$ cat src/rtl/clock_display_scan.sv
// Six-digit multiplexed 7-segment driver for the clock: per-frame input shadowing,
// tens/ones split, digit scan, separator decimal points and set-mode group blinking.
module clock_display_scan #(
    parameter int CLK_HZ   = 100_000_000,
    parameter int SCAN_HZ  = 1000,
    parameter int BLINK_HZ = 2
) (
    input  logic       clk,
    input  logic       _CR,
    input  logic [7:0] show_hour,
    input  logic [7:0] show_min,
    input  logic [7:0] show_sec,
    input  logic [2:0] blink_sel,
    output logic [5:0] an,
    output logic [6:0] seg,
    output logic       dp
);

    localparam int STEP_CYC = CLK_HZ / SCAN_HZ;
    localparam int HALF_CYC = CLK_HZ / (2 * BLINK_HZ);
    localparam int STEP_W   = (STEP_CYC > 1) ? $clog2(STEP_CYC) : 1;
    localparam int HALF_W   = (HALF_CYC > 1) ? $clog2(HALF_CYC) : 1;
    localparam logic [STEP_W-1:0] STEP_LAST = STEP_W'(STEP_CYC - 1);
    localparam logic [HALF_W-1:0] HALF_LAST = HALF_W'(HALF_CYC - 1);

    logic [STEP_W-1:0] scan_cnt_reg;
    logic [HALF_W-1:0] blink_cnt_reg;
    logic [2:0]        index_reg;
    logic              blink_phase_reg;
    logic              active_reg;
    logic [7:0]        hour_reg;
    logic [7:0]        min_reg;
    logic [7:0]        sec_reg;
    logic [5:0]        an_reg;
    logic [6:0]        seg_reg;
    logic              dp_reg;

    logic              scan_tick;
    logic              blink_wrap;
    logic [7:0]        group_val;
    logic [7:0]        digit_val;
    logic [6:0]        seg_next;
    logic              dp_next;
    logic [5:0]        an_next;
    logic [2:0]        blank_grp;

    assign scan_tick  = (scan_cnt_reg == STEP_LAST);
    assign blink_wrap = (blink_cnt_reg == HALF_LAST);
    assign blank_grp  = blink_sel & {3{blink_phase_reg}};

    function automatic logic [6:0] seg_decode(input logic [7:0] d);
        case (d)
            8'd0:    seg_decode = 7'b1000000;
            8'd1:    seg_decode = 7'b1111001;
            8'd2:    seg_decode = 7'b0100100;
            8'd3:    seg_decode = 7'b0110000;
            8'd4:    seg_decode = 7'b0011001;
            8'd5:    seg_decode = 7'b0010010;
            8'd6:    seg_decode = 7'b0000010;
            8'd7:    seg_decode = 7'b1111000;
            8'd8:    seg_decode = 7'b0000000;
            8'd9:    seg_decode = 7'b0010000;
            default: seg_decode = 7'b0111111;
        endcase
    endfunction

    always_comb begin
        group_val = sec_reg;
        case (index_reg)
            3'd2, 3'd3: group_val = min_reg;
            3'd4, 3'd5: group_val = hour_reg;
            default:    group_val = sec_reg;
        endcase
        // Odd indices are the tens digit of their group.
        digit_val = index_reg[0] ? (group_val / 8'd10) : (group_val % 8'd10);
        if (group_val > 8'd99) begin
            seg_next = 7'b0111111;
        end else begin
            seg_next = seg_decode(digit_val);
        end
        dp_next = ~((index_reg == 3'd2) || (index_reg == 3'd4));
    end

    // A digit is lit only when selected and its group is not in the blanked blink phase.
    for (genvar gi = 0; gi < 6; gi++) begin : g_anode
        assign an_next[gi] = (index_reg != 3'(gi)) || blank_grp[gi/2];
    end

    always_ff @(posedge clk or negedge _CR) begin
        if (!_CR) begin
            scan_cnt_reg    <= '0;
            blink_cnt_reg   <= '0;
            index_reg       <= 3'd0;
            blink_phase_reg <= 1'b0;
            active_reg      <= 1'b0;
            hour_reg        <= 8'd0;
            min_reg         <= 8'd0;
            sec_reg         <= 8'd0;
            an_reg          <= 6'b111111;
            seg_reg         <= 7'b1111111;
            dp_reg          <= 1'b1;
        end else begin
            scan_cnt_reg  <= scan_tick ? '0 : scan_cnt_reg + 1'b1;
            blink_cnt_reg <= blink_wrap ? '0 : blink_cnt_reg + 1'b1;
            if (blink_wrap) begin
                blink_phase_reg <= ~blink_phase_reg;
            end
            if (scan_tick) begin
                active_reg <= 1'b1;
                if (index_reg == 3'd5) begin
                    index_reg <= 3'd0;
                    hour_reg  <= show_hour;
                    min_reg   <= show_min;
                    sec_reg   <= show_sec;
                end else begin
                    index_reg <= index_reg + 3'd1;
                end
            end
            // Outputs stay blank until the first step has elapsed after reset.
            if (active_reg) begin
                an_reg  <= an_next;
                seg_reg <= seg_next;
                dp_reg  <= dp_next;
            end
        end
    end

    assign an  = an_reg;
    assign seg = seg_reg;
    assign dp  = dp_reg;

endmodule

$ cat config.mk
export PLATFORM = sky130hd
export DESIGN_NAME = clock_display_scan
export DESIGN_NICKNAME = d
export VERILOG_FILES = /design/src/rtl/clock_display_scan.sv
export SDC_FILE = /design/constraint.sdc
export NUM_CORES = 1
export LEC_CHECK = 0
export CORE_MARGIN = 2
export CORE_UTILIZATION = 63
export CTS_CLUSTER_SIZE = 40
export DETAILED_ROUTE_END_ITERATION = 12
export PLACE_DENSITY = 0.83
export SETUP_SLACK_MARGIN = 0.4
export SLEW_MARGIN = 0
export SYNTH_ARGS = -nofsm -noshare
export SYNTH_HDL_FRONTEND = slang
export SYNTH_SLANG_ARGS = --single-unit
$ cat constraint.sdc
create_clock -name clk -period 16.57 [get_ports clk]
set_input_delay 2.4855 -clock clk [delete_from_list [all_inputs] [get_ports clk]]
set_output_delay 2.4855 -clock clk [all_outputs]
set_load 0.01 [all_outputs]
# ---- Word-level counts from Yosys, hierarchy flattened
# Memories as Yosys holds them, arrays and structs flattened.
# Cells that the tools add are included.
dict set report totals {
  inputBits 29
  memories 1
  register_bits 85
  out_inout_bits 14
  rom_bits 112
}
dict set report classes {
  eq_ne 11
  div 2
  n_reduce_logical 12
  addsub 3
  bitwise_logic 3
  magnitude_cmp 1
  muxes 7
}
# memory words word_bits read_ports rd_clocked_by_memory_dff write_ports line
set mem_list {}
lappend mem_list {{(name not given)} 16 7 1 0 0 52} ;# case (d)
# op count
set ops {}
lappend ops {{adder 25 x 1 -> 25 bit (second input constant)} 1}
lappend ops {{== test 25 bit (second input constant)} 1}
lappend ops {{two-way mux 25 bit} 1}
lappend ops {{adder 17 x 1 -> 17 bit (second input constant)} 1}
lappend ops {{== test 17 bit (second input constant)} 1}
lappend ops {{two-way mux 17 bit} 1}
lappend ops {{one-hot mux 8 bit (2 select lines)} 1}
lappend ops {{two-way mux 7 bit} 2}
lappend ops {{divider 8 x 4 -> 8 bit (second input constant)} 1}
lappend ops {{greater-than comparator 8 x 7 -> 1 bit (second input constant)} 1}
lappend ops {{modulo 8 x 4 -> 8 bit (second input constant)} 1}
lappend ops {{two-way mux 8 bit} 1}
lappend ops {{logical OR 1 bit} 7}
lappend ops {{== test 3 x 2 -> 1 bit (second input constant)} 2}
lappend ops {{== test 3 bit (second input constant)} 2}
lappend ops {{!= test 3 x 2 -> 1 bit (second input constant)} 2}
lappend ops {{!= test 3 bit (second input constant)} 2}
lappend ops {{logical NOT 4 bit} 1}
lappend ops {{OR reduction 2 bit} 2}
lappend ops {{adder 3 x 1 -> 3 bit (second input constant)} 1}
lappend ops {{bitwise AND 3 bit} 1}
lappend ops {{two-way mux 3 bit} 1}
lappend ops {{!= test 3 x 1 -> 1 bit (second input constant)} 1}
lappend ops {{nonzero test 3 bit} 1}
lappend ops {{2 further kinds} 3}

# ---- Logic depth before layout (Yosys ltp)
dict set report logic_depth {
  ltp_word 8
  ltp_mapped 28
  mapped_depth_nobuf 25
}

# ---- Least setup slack after synthesis
# Ideal clock, no wire load.
dict set report synth_path {
  kind {reg-to-reg}
  startpoint {register index_reg[0]}
  endpoint {register seg_reg[4], in the netlist seg[4]}
  arrival_time_ns 5.473
  setup_time_ns 0.081
  path_buffers 4
  path_slack_ns 11.016
  path_stages_with_launch 29
  required_time_ns 16.489
  cell_sequence {dfrtp_1 buf_2 buf_1 and2_1 ha_1 clkbuf_1 and2_1 a221o_1 nor2_1 buf_2 nor2_1 o21ai_0 o311ai_0 inv_1 ha_1 o21ai_0 nor3_1 nand2_1 a31oi_1 a211oi_2 nand3_2 mux2_4 and3_1 or3_1 inv_2 ha_1 inv_1 mux2_1 o221a_1}
}
dict set report synth_between {
  elab_chain_len 8
  elab_cells_between_ends 15
  cone_classes {div (2); order compare (1); eq/ne (4); mux (4); reduce/logical (3); memory (1)}
}
# item line
set synth_rtl {}
lappend synth_rtl {{from (decl)} 28} ;# logic [2:0] index_reg;
lappend synth_rtl {{from (signal assigned)} 116} ;# index_reg <= index_reg + 3'd1;
lappend synth_rtl {{== test 3 bit or == test 3 x 2 -> 1 bit (tied branches)} 69} ;# case (index_reg)
lappend synth_rtl {{OR reduction 2 bit} 69}
lappend synth_rtl {{one-hot mux 8 bit (2 select lines)} 69}
lappend synth_rtl {{modulo 8 x 4 -> 8 bit or divider 8 x 4 -> 8 bit (tied branches)} 75} ;# digit_val = index_reg[0] ? (group_val / 8'd10) : (group_val % 8'd10);
lappend synth_rtl {{two-way mux 8 bit} 75}
lappend synth_rtl {{memory (16 x 7 bit) or logical NOT 4 bit (tied branches)} --}
lappend synth_rtl {{two-way mux 7 bit} 52}
lappend synth_rtl {{two-way mux 7 bit (*)} 76} ;# if (group_val > 8'd99) begin
lappend synth_rtl {{to (signal assigned)} 122} ;# seg_reg <= seg_next;
lappend synth_rtl {{to (decl)} 35} ;# logic [6:0] seg_reg;
# Every way passes the cells marked *; elsewhere a longest branch is shown, timed or not.
# A chain may end at the register's enable or synchronous reset.

# ---- Worst setup path after layout
dict set report layout_path {
  startpoint {register index_reg[0]}
  endpoint {register seg_reg[6], in the netlist seg[6]}
}
# Same word-level chain as after synthesis.

==> metrics.csv <==
stage;metric;value;unit
global_routing;first-pass GRT wire length;17700;um
critical_path;critical path class;reg -> reg;
logic_synthesis;Async SR Flop Fraction;100;%
timing;final max-slew violation count;0;
logic_synthesis;Yosys cell types;81;
critical_path;Worst Reg-to-Reg Cells;23;
timing;setup TNS;0;ps
floorplan;core area;7610;um^2
logic_synthesis;top_reg_cell synth;dfrtp_1;
hold_path;worst hold path endpoint;blink_cnt_reg[0]$_DFF_PN0_;
global_routing;grt ovf;0;
clocking;Clock Pin Slew Worst Setup and Hold Paths;90;ps
clocking;CTS resizes;0;
global_routing;Tot GR Track Use;26.6;%
placed_design;Placed Area;5360;um^2
logic_synthesis;synth top area cells;dfrtp_1 36%, dfstp_2 7.5%, mux2_2 5.8%;
critical_path;Worst Setup Start Kind;flop;
timing;Relative slew margins;22.5;%
final_layout;fraction of layout cells with a size suffix above 1;14.6;%
logic_synthesis;Post-Syn Nets;526;
hold_path;Hold Path Stages;1;
drt;routed len/inst;17.0;um
drt;iteration count of the initial detailed-routing pass;5;
critical_path;FF-to-FF setup slack;10060;ps
global_routing;initial antenna violation count;0;
job;# Max-Cap Violations;0;
floorplan;Row Count;32;
critical_path;max incr delay on CP;740;ps
floorplan;die height;92.1;um
power_and_ir_drop;Peak VDD IR;55.2;uV
floorplan;Initial Util;64.2;%
floorplan;Ports;43;
logic_synthesis;post-synth top area share;36.4;%
critical_path;Largest delay share family, worst path;compound AO/OA/AOI/OAI gates;
final_layout;design area;5580;um^2
logic_synthesis;syn avg cell area;10.1;um^2
critical_path;WP buf/inv;1;
logic_synthesis;cell with the most instances after synthesis;dfrtp_1;
drt;DR DRC count;0;
clocking;total CTS buffers;9;
drt;Iteration-0 DRC Markers;266;
final_layout;ant diodes;0;
clocking;CTS tree;yes;
critical_path;Worst Setup End Kind;flop;
placed_design;post-DP HPWL;7570;um
critical_path;critical-path cell list;and2_1 > ha_1 > and2_1 > a221o_1 > nor2_1 > nor2_1 > o21ai_0 > o311ai_0 > inv_1 > ha_1 > o21ai_0 > nor3_1 > nand2_1 > a31oi_1 > a211oi_2 > nand3_2 > xnor2_1 > ha_1 > a21boi_0 > a2111oi_1 > o311a_1 > nand2_1 > o32ai_1;
global_routing;vias in the first global route;3722;
hold_path;Hold Crit Start;blink_cnt_reg[0]$_DFF_PN0_;
clocking;H-tree Lvls;3;
logic_synthesis;gate count of the mapped netlist;485;
critical_path;required time of the critical path;16840;ps
clocking;Post-CTS Setup Repair Bufs;0;
timing;final setup vio count;0;
drt;drt total wl;10700;um
final_layout;number of flip-flops in the largest register;25;
timing;Slew @ Worst Pin;1160;ps
drt;vias per std cell;6.10;
logic_synthesis;EDFF count, synth;0;
timing;RSZ-0062 raised after global routing;false;
logic_synthesis;sequential share of the synthesized area;43.9;%
final_layout;Nets;563;
timing;Clock Skew;17.5;ps
critical_path;RR Startpoint;index_reg[0]$_DFFE_PN0N_;
logic_synthesis;top cells by count, synth;71 x dfrtp_1, 65 x nor2_1, 37 x nand2_1;
global_routing;largest net degree at the start of global routing;62;
power_and_ir_drop;P per Cell Area;79.6;nW/um^2
clocking;CTS sink count;85;
final_layout;synth-to-layout area growth;14.3;%
timing;post-layout min period;6510;ps
logic_synthesis;post-synth top area cell;dfrtp_1;
floorplan;total die area;8470;um^2
logic_synthesis;Synth Warn #;0;
critical_path;CP max FO;20;
drt;total number of vias;3834;
floorplan;chip width;92.1;um
logic_synthesis;synthesized area;4880;um^2
power_and_ir_drop;post-route total power;445;uW
critical_path;Worst R2R End;seg[6]$_DFFE_PN1P_;
timing;Fin. Hold Viols;0;
placed_design;Buffers on Ports;42;
hold_path;hold crit path type;reg -> reg;
logic_synthesis;Yosys reg bits;85;
critical_path;CP most frequent cell;ha_1;
clocking;Max clock buf depth;2;
critical_path;CP arrival;6780;ps
placed_design;GP Congestion;0.882;
timing;Achievable Freq;154;MHz
drt;antenna violation net count after detailed routing;0;
timing;worst hold margin;479;ps
run_status;status;completed;
critical_path;slowest CP cell;nor2_1;
clocking;Root Buffer;clkbuf_8;
timing;Final Cycle Share;39.3;%
clocking;clock insertion delay at the later pin of the skew report;370;ps
power_and_ir_drop;leakage;2.42;nW
clocking;hold-fix buffer count after cts;0;
-- where the power goes --
part           switching, mW  total, mW  leakage, nW  internal (mW)
clock network         0.0814      0.168        0.116         0.0870
logic                 0.0373     0.0636         1.25         0.0264
registers            0.00218      0.213         1.05          0.210
total                  0.121      0.445         2.42          0.324
-- layer usage --
layer  part of all wire, %  vias up  global-route usage (%)
met2                    51       85                    45.8
met4                   1.6        0                    9.08
met3                   3.3       17                    4.03
met5                     0        -                       0
li1                      -     1844                       -
met1                    44     1888                    34.4
-- placed cells by master (no fill, tap or decap), types with 8 or more instances in the layout --
| cell | count |
|---|---|
| clkbuf_8 | 9 |
| nor2_1 | 65 |
| nand4_1 | 10 |
| nand3_1 | 25 |
| and2_1 | 11 |
| and3_1 | 11 |
| a31oi_1 | 8 |
| inv_1 | 9 |
| dfstp_2 | 14 |
| ha_1 | 12 |
| dfrtp_1 | 71 |
| nand2_1 | 37 |
| clkdlybuf4s50_1 | 41 |
| mux2_2 | 25 |
| a21oi_1 | 8 |
| xnor2_1 | 21 |
| o21ai_0 | 10 |
| xor2_1 | 21 |
-- cell type report --
type                       count  area, um^2
fill                         584        2020
sequential                    85        2140
clock inverter                 7         103
timing repair buffer          43         425
multi-input combinational    371        2610
clock buffer                   9         124
tap                          102         128
inverter                      12        45.0
-- per-stage QoR --
stage,worst slack [ps],util [%],std cells
2_1_floorplan,11020,-,485
3_3_place_gp,10450,70.4,613
3_5_place_dp,10260,70.4,613
4_1_cts,10160,73.4,629
5_1_grt,9420,73.4,629
6_report,10060,73.4,629
-- worst max path at each step --
stage               slack [ps]            endpoint                      from  cells after the start
floorplan                11020  seg[4]$_DFFE_PN1P_  index_reg[0]$_DFFE_PN0N_                     28
global placement         10450  seg[1]$_DFFE_PN1P_  index_reg[0]$_DFFE_PN0N_                     23
detailed placement       10260  seg[6]$_DFFE_PN1P_  index_reg[0]$_DFFE_PN0N_                     23
CTS                      10160  seg[2]$_DFFE_PN1P_  index_reg[0]$_DFFE_PN0N_                     23
global route              9420  seg[6]$_DFFE_PN1P_  index_reg[0]$_DFFE_PN0N_                     23
finish                   10060  seg[6]$_DFFE_PN1P_  index_reg[0]$_DFFE_PN0N_                     23
-- logic make-up (layout without fill, tap and decap cells) --
logic type	after synthesis	in the layout	synth area share (%)
and+or+nand+nor	196	196	20.7
muxes	31	31	7.12
AOI/OAI and AO/OA	90	90	15.1
buffers and inverters	29	71	2.59
xor gates and xnor gates	42	42	7.53
DFF	85	85	43.9
adders and majority gates	12	12	3.07
Power figures use the tool's default switching activity.
